## config.mk

```make
export PLATFORM = sky130hd
export DESIGN_NAME = erro_scan_ctrl
export DESIGN_NICKNAME = d
export VERILOG_FILES = /design/src/rtl/erro_scan_ctrl.sv
export SDC_FILE = /design/constraint.sdc
export NUM_CORES = 1
export LEC_CHECK = 0
export CAP_MARGIN = 20
export CORE_ASPECT_RATIO = 1.4
export CORE_MARGIN = 2
export CORE_UTILIZATION = 55
export DETAILED_ROUTE_END_ITERATION = 6
export PLACE_DENSITY_LB_ADDON = 0.15
export SLEW_MARGIN = 20
export SYNTH_ARGS = -nofsm -noshare
export SYNTH_HDL_FRONTEND = slang
export SYNTH_SLANG_ARGS = --single-unit
```

## constraint.sdc

```tcl
create_clock -name clk0 -period 2.4 [get_ports clk0]
set_input_delay 0.48 -clock clk0 [delete_from_list [all_inputs] [get_ports clk0]]
set_output_delay 0.48 -clock clk0 [all_outputs]
set_load 0.02 [all_outputs]
```

## src/rtl/erro_scan_ctrl.sv

```systemverilog
// erro_scan_ctrl: scan-slot sequencer and error latch for a multiplexed error display.
//
// A prescaler divides clk0 by DIV and advances a three-slot digit select (000 -> 001 -> 010),
// pulsing tick on every advance. Two asynchronous error flags (sensor inconsistency and
// data-value error) are synchronized, debounced over DEB cycles and latched sticky until
// cleared.
//
// Parameters:
//   DIV      clk0 cycles per scan slot (2 .. 2^20)
//   DEB      cycles a synchronized input must hold before it is accepted (1 .. 255)
//
// Ports:
//   clk0     in   system clock, rising-edge active
//   rst      in   asynchronous active-high reset
//   enable   in   scan enable; low freezes prescaler and select
//   v_raw    in   raw sensor-inconsistency flag (asynchronous)
//   d_raw    in   raw data-value error flag (asynchronous)
//   clear    in   one-cycle request to drop latched errors whose input has gone away
//   select   out  digit-scan slot, registered
//   V_sense  out  latched debounced sensor error
//   D_valor  out  latched debounced data error
//   erro_any out  V_sense | D_valor, one cycle later
//   tick     out  one-cycle pulse on each select advance
module erro_scan_ctrl #(
  parameter int unsigned DIV = 50000,
  parameter int unsigned DEB = 16
) (
  input  logic       clk0,
  input  logic       rst,
  input  logic       enable,
  input  logic       v_raw,
  input  logic       d_raw,
  input  logic       clear,
  output logic [2:0] select,
  output logic       V_sense,
  output logic       D_valor,
  output logic       erro_any,
  output logic       tick
);

  localparam int unsigned CntW = (DIV > 2) ? $clog2(DIV) : 1;
  localparam logic [CntW-1:0] CntMax = CntW'(DIV - 1);
  // Counter value on which one more differing cycle reaches DEB.
  localparam logic [7:0] DebMax = 8'(DEB - 1);

  typedef enum logic [2:0] {
    SelSlot0 = 3'b000,
    SelSlot1 = 3'b001,
    SelSlot2 = 3'b010
  } sel_e;

  sel_e            sel_q, sel_d;
  logic [CntW-1:0] presc_q, presc_d;
  logic            tick_q, tick_d;
  logic            wrap;

  // Channel 0 is the sensor (V) path, channel 1 the data (D) path.
  logic [1:0]      raw;
  logic [1:0]      sync1_q, sync2_q;
  logic [1:0]      acc_q, acc_d;
  logic [1:0][7:0] deb_cnt_q, deb_cnt_d;
  logic [1:0]      flag_q, flag_d;
  logic            any_q, any_d;

  assign raw  = {d_raw, v_raw};
  assign wrap = enable && (presc_q == CntMax);

  // Prescaler and tick.
  always_comb begin
    presc_d = presc_q;
    tick_d  = 1'b0;
    if (enable) begin
      if (presc_q == CntMax) begin
        presc_d = '0;
        tick_d  = 1'b1;
      end else begin
        presc_d = presc_q + 1'b1;
      end
    end
  end

  // Select FSM: state register.
  always_ff @(posedge clk0 or posedge rst) begin
    if (rst) begin
      sel_q <= SelSlot0;
    end else begin
      sel_q <= sel_d;
    end
  end

  // Select FSM: next state. Unused encodings recover to slot 0 on the next edge.
  always_comb begin
    sel_d = sel_q;
    case (sel_q)
      SelSlot0: if (wrap) sel_d = SelSlot1;
      SelSlot1: if (wrap) sel_d = SelSlot2;
      SelSlot2: if (wrap) sel_d = SelSlot0;
      default:  sel_d = SelSlot0;
    endcase
  end

  // Select FSM: output.
  always_comb begin
    select = sel_q;
  end

  // Debouncers: count cycles the synchronized value disagrees with the accepted value and
  // accept it on the edge where that count would reach DEB.
  always_comb begin
    acc_d     = acc_q;
    deb_cnt_d = deb_cnt_q;
    for (int i = 0; i < 2; i++) begin
      if (sync2_q[i] != acc_q[i]) begin
        if (deb_cnt_q[i] == DebMax) begin
          acc_d[i]     = sync2_q[i];
          deb_cnt_d[i] = '0;
        end else begin
          deb_cnt_d[i] = deb_cnt_q[i] + 8'd1;
        end
      end else begin
        deb_cnt_d[i] = '0;
      end
    end
  end

  // Sticky flags: an active accepted input sets (and beats clear); clear only drops a flag
  // whose accepted input is already back to 0.
  always_comb begin
    flag_d = acc_q | (flag_q & ~{2{clear}});
    any_d  = |flag_q;
  end

  always_ff @(posedge clk0 or posedge rst) begin
    if (rst) begin
      presc_q   <= '0;
      tick_q    <= 1'b0;
      sync1_q   <= '0;
      sync2_q   <= '0;
      acc_q     <= '0;
      deb_cnt_q <= '0;
      flag_q    <= '0;
      any_q     <= 1'b0;
    end else begin
      presc_q   <= presc_d;
      tick_q    <= tick_d;
      sync1_q   <= raw;
      sync2_q   <= sync1_q;
      acc_q     <= acc_d;
      deb_cnt_q <= deb_cnt_d;
      flag_q    <= flag_d;
      any_q     <= any_d;
    end
  end

  assign tick     = tick_q;
  assign V_sense  = flag_q[0];
  assign D_valor  = flag_q[1];
  assign erro_any = any_q;

endmodule

```

**Word-level counts from Yosys, hierarchy flattened**

Cells that the tools add are included.

- Register bits: 45
- Input port bits: 6
- Word-level logic and storage cells: 44
- Output and inout port bits: 7

- Eq/ne operators: 10
- Bitwise logic cells: 3
- Mux-type cells: 11
- Reductions and logical operators: 6
- Add/subtract/negate cells: 3

Operators with widths:

| cell | count |
|---|---|
| 8-bit two-way mux | 4 |
| 16-bit by 1-bit adder with 16-bit output (second input constant) | 1 |
| 8-bit by 1-bit adder with 8-bit output (second input constant) | 2 |
| 16-bit equality test (second input constant) | 1 |
| 8-bit by 4-bit equality test with 1-bit output (second input constant) | 2 |
| 16-bit two-way mux | 1 |
| 3-bit two-way mux | 3 |
| 3-bit case mux with 3 select lines | 1 |
| 2-bit inequality test (second input constant) | 3 |
| 2-bit AND reduction | 2 |
| 3-bit by 1-bit equality test with 1-bit output (second input constant) | 1 |
| 3-bit by 2-bit equality test with 1-bit output (second input constant) | 1 |
| 3-bit logical NOT | 1 |
| 3-bit AND reduction | 1 |
| 2-bit AND | 1 |
| 1-bit two-way mux | 2 |
| 1-bit inequality test | 2 |
| 2-bit NOT | 1 |
| 2-bit bitwise OR | 1 |
| 2-bit OR reduction | 1 |
| 1-bit logical AND | 1 |

**Depth between registers and ports, before layout**

- Depth in word-level cells: 4
- Depth in mapped cells: 6
- Mapped depth without buffers: 5

**Least setup slack after synthesis**

Ideal clock, no wire load.

- Kind: register to register
- From: register presc_q[0]
- To: register presc_q[14]
- Stages on the path, launching flop included: 6
- Buffers on the path: 0
- Setup slack: 0.616 ns
- Period minus slack after synthesis: 1.784 ns
- Arrival time: 1.711 ns
- Setup time: 0.073 ns
- Data required time: 2.327 ns
- Cell sequence: dfrtp_1 > ha_1 > nand3_1 > or4_1 > or3_1 > a21oi_2

- Word-level cells in the longest chain between the ends: 2
- Elaborated cells between the ends (all ways): 3
- Classes of those cells: add/sub (1); eq/ne (1); mux (1)

Ends and longest elaborated chain:

| item | line | source |
|---|---|---|
| start, declared | 53 | `logic [CntW-1:0] presc_q, presc_d;` |
| start signal, assigned | 144 | `presc_q <= presc_d;` |
| 16-bit by 1-bit adder with 16-bit output / 16-bit equality test (equally long branches) | 77, 73 |  |
| 16-bit two-way mux * | 73 | `if (presc_q == CntMax) begin` |

Every way passes the cells marked *; elsewhere a longest branch is shown, timed or not.
A chain may end at the register's enable or synchronous reset.

**Final worst setup path**

Ends and elaborated chain as after synthesis.

==> impl_results.md <==
- Most frequent cells in the layout: dfrtp_1 (44), nor2_1 (23), xor2_1 (15)
- Met3 usage: 5.22%
- Die ar.: ~4000 µm²
- Post-synth top flop: dfrtp_1
- Post-CTS Repair Setup Buffers: 0
- Via count: 1336
- Root Buffer: clkbuf_8
- Gp weighted congestion: 0.855
- Post-synth EDFFs: 0
- Top-level I/O count: 13
- Synth unique cells: 33
- Core Box Area: 3380 µm²
- Initial Utilization: 57.7%
- Die height: between 70 and 80 µm
- Power share of the combinational group: approximately 11%
- Setup total negative slack: 0 ps
- Seq pwr share: about three fifths
- Synthesized area: 1950 µm²
- Most common cell after layout, fill and taps aside: dfrtp_1
- Peak supply drop: approximately 470 µV
- Port Buffers: 11
- Power, Total: ~1.5 mW
- CTS H-tree depth: 2
- Area contributors post-synth: dfrtp_1 (56%), xor2_1 (6.7%), xnor2_1 (6.3%), nor2_1 (4.4%), nand3_1 (2.8%)
- Required @ worst endpoint: about 2600 ps
- Synth Register Bits: 44
- RSZ-0062 raised after global routing: false
- Achievable Freq: 0.515 GHz
- Layer with the highest usage: met2
- Final HPWL from detailed placement: roughly 2500 µm
- Antenna cells: 0
- Clk sinks: between 40 and 50
- Net switching power: 412 µW
- Pint: 1.12 mW
- Routed Antenna Nets: 0
- Clock Skew: roughly 6.3 ps
- CTS resizes: 0
- Share of post-route cells with drive strength above 1: 10.3%
- Slew Limit Fails: 0
- Max-slew headroom: approximately 65%
- Clk slew on worst S/H paths: 70 ps
- GR Layer Usage met2: between 30% and 40%
- Leading area contributor after synthesis: dfrtp_1
- CTS hold repair buffers: 0
- DR WL/cell: 14.2 µm
- Grt ovf: 0
- Register area share after synthesis: between 50 and 60%
- Worst-Skew Late Latency: between 200 and 300 ps
- Clock power frac: about 30%
- Routed Wire Length: between 3000 and 4000 µm
- Syn Nets: about 180
- Total CTS buffers: 5
- Arrival time at the worst endpoint: about 2200 ps
- Critical path fanouts, max: 4
- DRC: 0
- Global-route wire length before repair: about 5500 µm
- Critical path capture point type: flop
- Fin nets: 202
- Gate Count Post-Synth: about 170
- Min Tclk post-route: a little under 2000 ps
- # rows: 25
- Initial antenna violation count: 0
- Setup violators final: 0
- Worst slew pin tran: about 530 ps
- Iter 0 DRT Violations: 26
- CTS tree: done
- Critical path type: reg2reg
- Area share of the largest cell type after synthesis: between 50 and 60%
- Critical Path Start Type: flop
- Vias in the first global route: ~1400
- Leak Pwr: 1.02 nW
- Outcome: finished clean
- Final Hold Viols: 0
- Max Root-Sink Buffers: 2
- TritonRoute pass-1 iters: 4
- DIE WIDTH: 54.3 µm
- Switching portion of total power: around 27%
- Syn. warnings: 0
- Max Cap Viol: 0
- Post-synthesis async set-or-reset flop share: 100%
- Mean Syn Cell Area: 11.3 µm²
- PwrDens: approximately 690 nW/µm²
- Routing usage on met1: 18.7%
- Pin count of the biggest net entering global routing: 45
- Layout area overhead: 13.7%
- Hold crit path type: reg2reg
- Via density: between 5 and 6
- Final period util: between 80% and 90%
- All-Layer GR Usage: roughly a fifth
[worst max-delay path, stage by stage, from the launching register on]
cell,delay (ps)
dfrtp_1,420
ha_1,260
nand3_1,160
or4_1,540
or3_1,370
a21oi_2,130
[cell usage after synthesis, types with 2 or more instances]
cell type and number:
and3_1 5, nor4_1 6, o21ai_0 2, nor3_1 2
a21o_1 2, inv_1 2, mux2i_1 2, nor2_1 23
and2_1 4, or3_1 2, nand3_1 11, nand2b_1 2
ha_1 3, xnor2_1 14, nand4_1 5, dfrtp_1 44
mux2_2 2, nand2_1 13, xor2_1 15
[power by group through the flow]
stage / Combinational [mW] / Sequential [mW] / Clock (mW)
after global routing: 0.202 / 0.912 / 0.512
final: 0.171 / 0.901 / 0.459
after detailed placement: 0.176 / 0.915 / 0
after floorplan: 0.136 / 0.894 / 0
after CTS: 0.177 / 0.901 / 0.478
after global placement: 0.164 / 0.908 / 0
[final timing paths]
kind | startpoint | to | cells past startpoint | slack (ps)
setup reg to reg | presc_q[0] | presc_q[14] | 5 | 460
hold reg to reg | sync1_q[0] | sync2_q[0] | 0 | 370
hold / removal | sync1_q[0] | sync2_q[0] | 0 | 370
min in group asynchronous | rst | erro_any | 3 | 620
max in group asynchronous | rst | deb_cnt_q[10] | 3 | 1410
setup / recovery | presc_q[0] | presc_q[14] | 5 | 460
[cell families after synthesis]
logic type | Yosys count | synth area share [%]
buffers and inverters | 5 | 1.60
adders and majority gates | 3 | 1.93
AOI/OAI and AO/OA | 7 | 2.31
xor gates and xnor gates | 29 | 13.0
muxes | 4 | 2.18
other | 1 | 0.192
DFF | 44 | 56.5
and+or+nand+nor | 80 | 22.3
[flip-flops by register name, summed over array words and instances (netlist names)]
name and flops:
presc_q 16, sync2_q 2, erro_any 1, flag_q 2, tick 1, select 2
acc_q 2, sync1_q 2, deb_cnt_q 16
[per-stage QoR]
stage	hold slack, ps	area [µm²]	setup WS, ps	util (%)	std cells
after floorplan	331	1950	616	-	173
after global placement	353	2120	240	62.9	226
after detailed placement	357	2120	189	62.9	226
after CTS	377	2220	431	65.6	234
after global routing	383	2220	339	65.6	234
final	369	2220	457	65.6	234
[layer usage]
layer / up-vias / share of wire, %
met4: 0 / 3.3
met1: 670 / 39
met2: 24 / 54
li1: 630 / -
met3: 12 / 3.0
met5: - / 0
[final cells by class]
type / instances / area (µm²)
Clock inverter: 2 / 10.0
Clock buffer: 6 / 82.6
Timing Repair Buffer: 16 / 148
Inverter: 2 / 7.51
Sequential cell: 44 / 1100
Fill cell: 271 / 1160
Multi-Input combinational cell: 124 / 817
Tap cell: 40 / 50.0
(Power assumes the default switching activity.)
==> variant, RTL diff (same flow settings) <==
The output `tick` loses its register stage (`tick_q` becomes a continuous assignment).
--- a/src/rtl/erro_scan_ctrl.sv
+++ b/src/rtl/erro_scan_ctrl.sv
@@ -133,7 +133,6 @@
   always_ff @(posedge clk0 or posedge rst) begin
     if (rst) begin
       presc_q   <= '0;
-      tick_q    <= 1'b0;
       sync1_q   <= '0;
       sync2_q   <= '0;
       acc_q     <= '0;
@@ -142,7 +141,6 @@
       any_q     <= 1'b0;
     end else begin
       presc_q   <= presc_d;
-      tick_q    <= tick_d;
       sync1_q   <= raw;
       sync2_q   <= sync1_q;
       acc_q     <= acc_d;
@@ -152,6 +150,8 @@
     end
   end
 
+  assign tick_q = tick_d;
+
   assign tick     = tick_q;
   assign V_sense  = flag_q[0];
   assign D_valor  = flag_q[1];
Behaviour: same outputs for any inputs over 10 cycles, from zero or initial values and one cycle with rst high; that may be too few to reach the edited logic, so the function may still have changed.
==> variant against the unedited design <==
Routed wire length grew 6.4%. First-iteration DRC count grew 3.8%. Non-clock buffer count grew 10. Sequential power shrank 3.2%. Power grew 1.4%. Critical path type is now reg -> out. Area after synthesis shrank 1.3%. Via count grew 1.0%. Cell area grew 2.8%. Sequential cell count shrank 1. Count of clock-buffer cells in the layout is the same. Core utilization grew 1.8 points. Largest cell class unchanged. Synthesized cell count shrank 0.58%. Setup slack lost 390 ps.
==> variant: results (changes against the unedited design) <==
Slew HR 65.0% (about the same); synth cell count leaders dfrtp_1 (43), nor2_1 (23), xor2_1 (15) (was dfrtp_1 (44), nor2_1 (23), xor2_1 (15)); Worst Setup SP presc_q[7] (was presc_q[0]); Area contributors post-synth dfrtp_1 (56%), xor2_1 (6.8%), xnor2_1 (6.4%) (was dfrtp_1 (56%), xor2_1 (6.7%), xnor2_1 (6.3%)); total track usage 21.2% (was 19.1%); crit path capture tick (was presc_q[14]); worst path arrival time 1850 ps (was 2170 ps); fraction of layout cells with a size suffix above 1 15.3% (was 10.3%); Vias 1,350 (was 1,336); slowest CP cell or4_4 (was or4_1); met3 Track Usage GR 5.02% (was 5.22%); net count after synthesis 181 (was 182); met2 Track Usage GR 37.4% (was 34.7%); final clock skew 9.52 ps (was 6.27 ps); DR iter-0 viols 27 (was 26); met1 usage 23.0% (was 18.7%); vias in the first global route 1,450 (was 1,360); DPL Wire Length 2.55 mm (was 2.46 mm); Lkg Pwr 1.06 nW (was 1.02 nW); WL per Instance 14.6 um (was 14.2 um); largest net degree at the start of global routing 44 (was 45); first-pass GRT wire length 6.11 mm (was 5.53 mm); worst vdd ir 704 uV (was 469 uV); dpl ws -169 ps (was 189 ps); outcome completed (unchanged)
## variant: cell types whose count changed after synthesis
| cell | delta |
|---|---|
| dfrtp_1 | -1 |
## variant: kinds of logic after synthesis
kind of cell,synth area share [%]
and+or+nand+nor,22.6
DFF,55.9
xor gates and xnor gates,13.2
AOI/OAI and AO/OA,2.34
buffers and inverters,1.63
muxes,2.21
adders and majority gates,1.95
other,0.195
## variant: where the power goes
group	switching, W	internal [W]
clock	0.000229	0.000226
sequential	0.0000804	0.000792
combinational	0.000121	0.000105
total	0.000430	0.00112
## variant: cell type report
cell class / instances / area [um2]
clock inverters: 1 / 5.00
flip-flops and latches: 43 / 1080
clock buffers: 6 / 82.6
well taps: 40 / 50.0
inverters: 2 / 7.51
repair buffers: 26 / 224
multi-input cells: 124 / 832
fillers: 269 / 1100
## variant: metal layers
metal  vias up  part of all wire (%)
li1        641                     -
met1       676                    39
met2        25                    56
met3         8                   3.2
met4         0                   2.4
met5         -                     0
## variant: timing repair
item,in CTS,in global routing
pin swaps,0,0
setup endpoints to repair,1,1
resized for setup,4,2
setup buffers,0,0
## variant: how the worst min path moves through the flow
stage | start | endpoint | slack, ps | depth (start not counted)
3_5_place_dp | sync1_q[0] | sync2_q[0] | 350 | 0
6_report | sync1_q[0] | sync2_q[0] | 360 | 0
5_1_grt | sync1_q[0] | sync2_q[0] | 370 | 0
3_3_place_gp | sync1_q[0] | sync2_q[0] | 340 | 0
4_1_cts | sync1_q[0] | sync2_q[0] | 360 | 0
2_1_floorplan | sync1_q[0] | sync2_q[0] | 330 | 0
## variant: worst reg2reg max path, cell delays in order (launching register included)
cell,delay (ps)
dfrtp_1,410
ha_1,260
nand3_1,170
or4_1,550
or3_1,380
a21oi_2,130
## variant: stage by stage
step	util [%]	instance area (um2)	cells	total power, W
floorplan	-	1920	172	0.00101
global placement	64.3	2170	235	0.00109
detailed placement	64.3	2170	235	0.00111
CTS	67.0	2260	242	0.00157
global route	67.4	2280	242	0.00164
finish	67.4	2280	242	0.00155
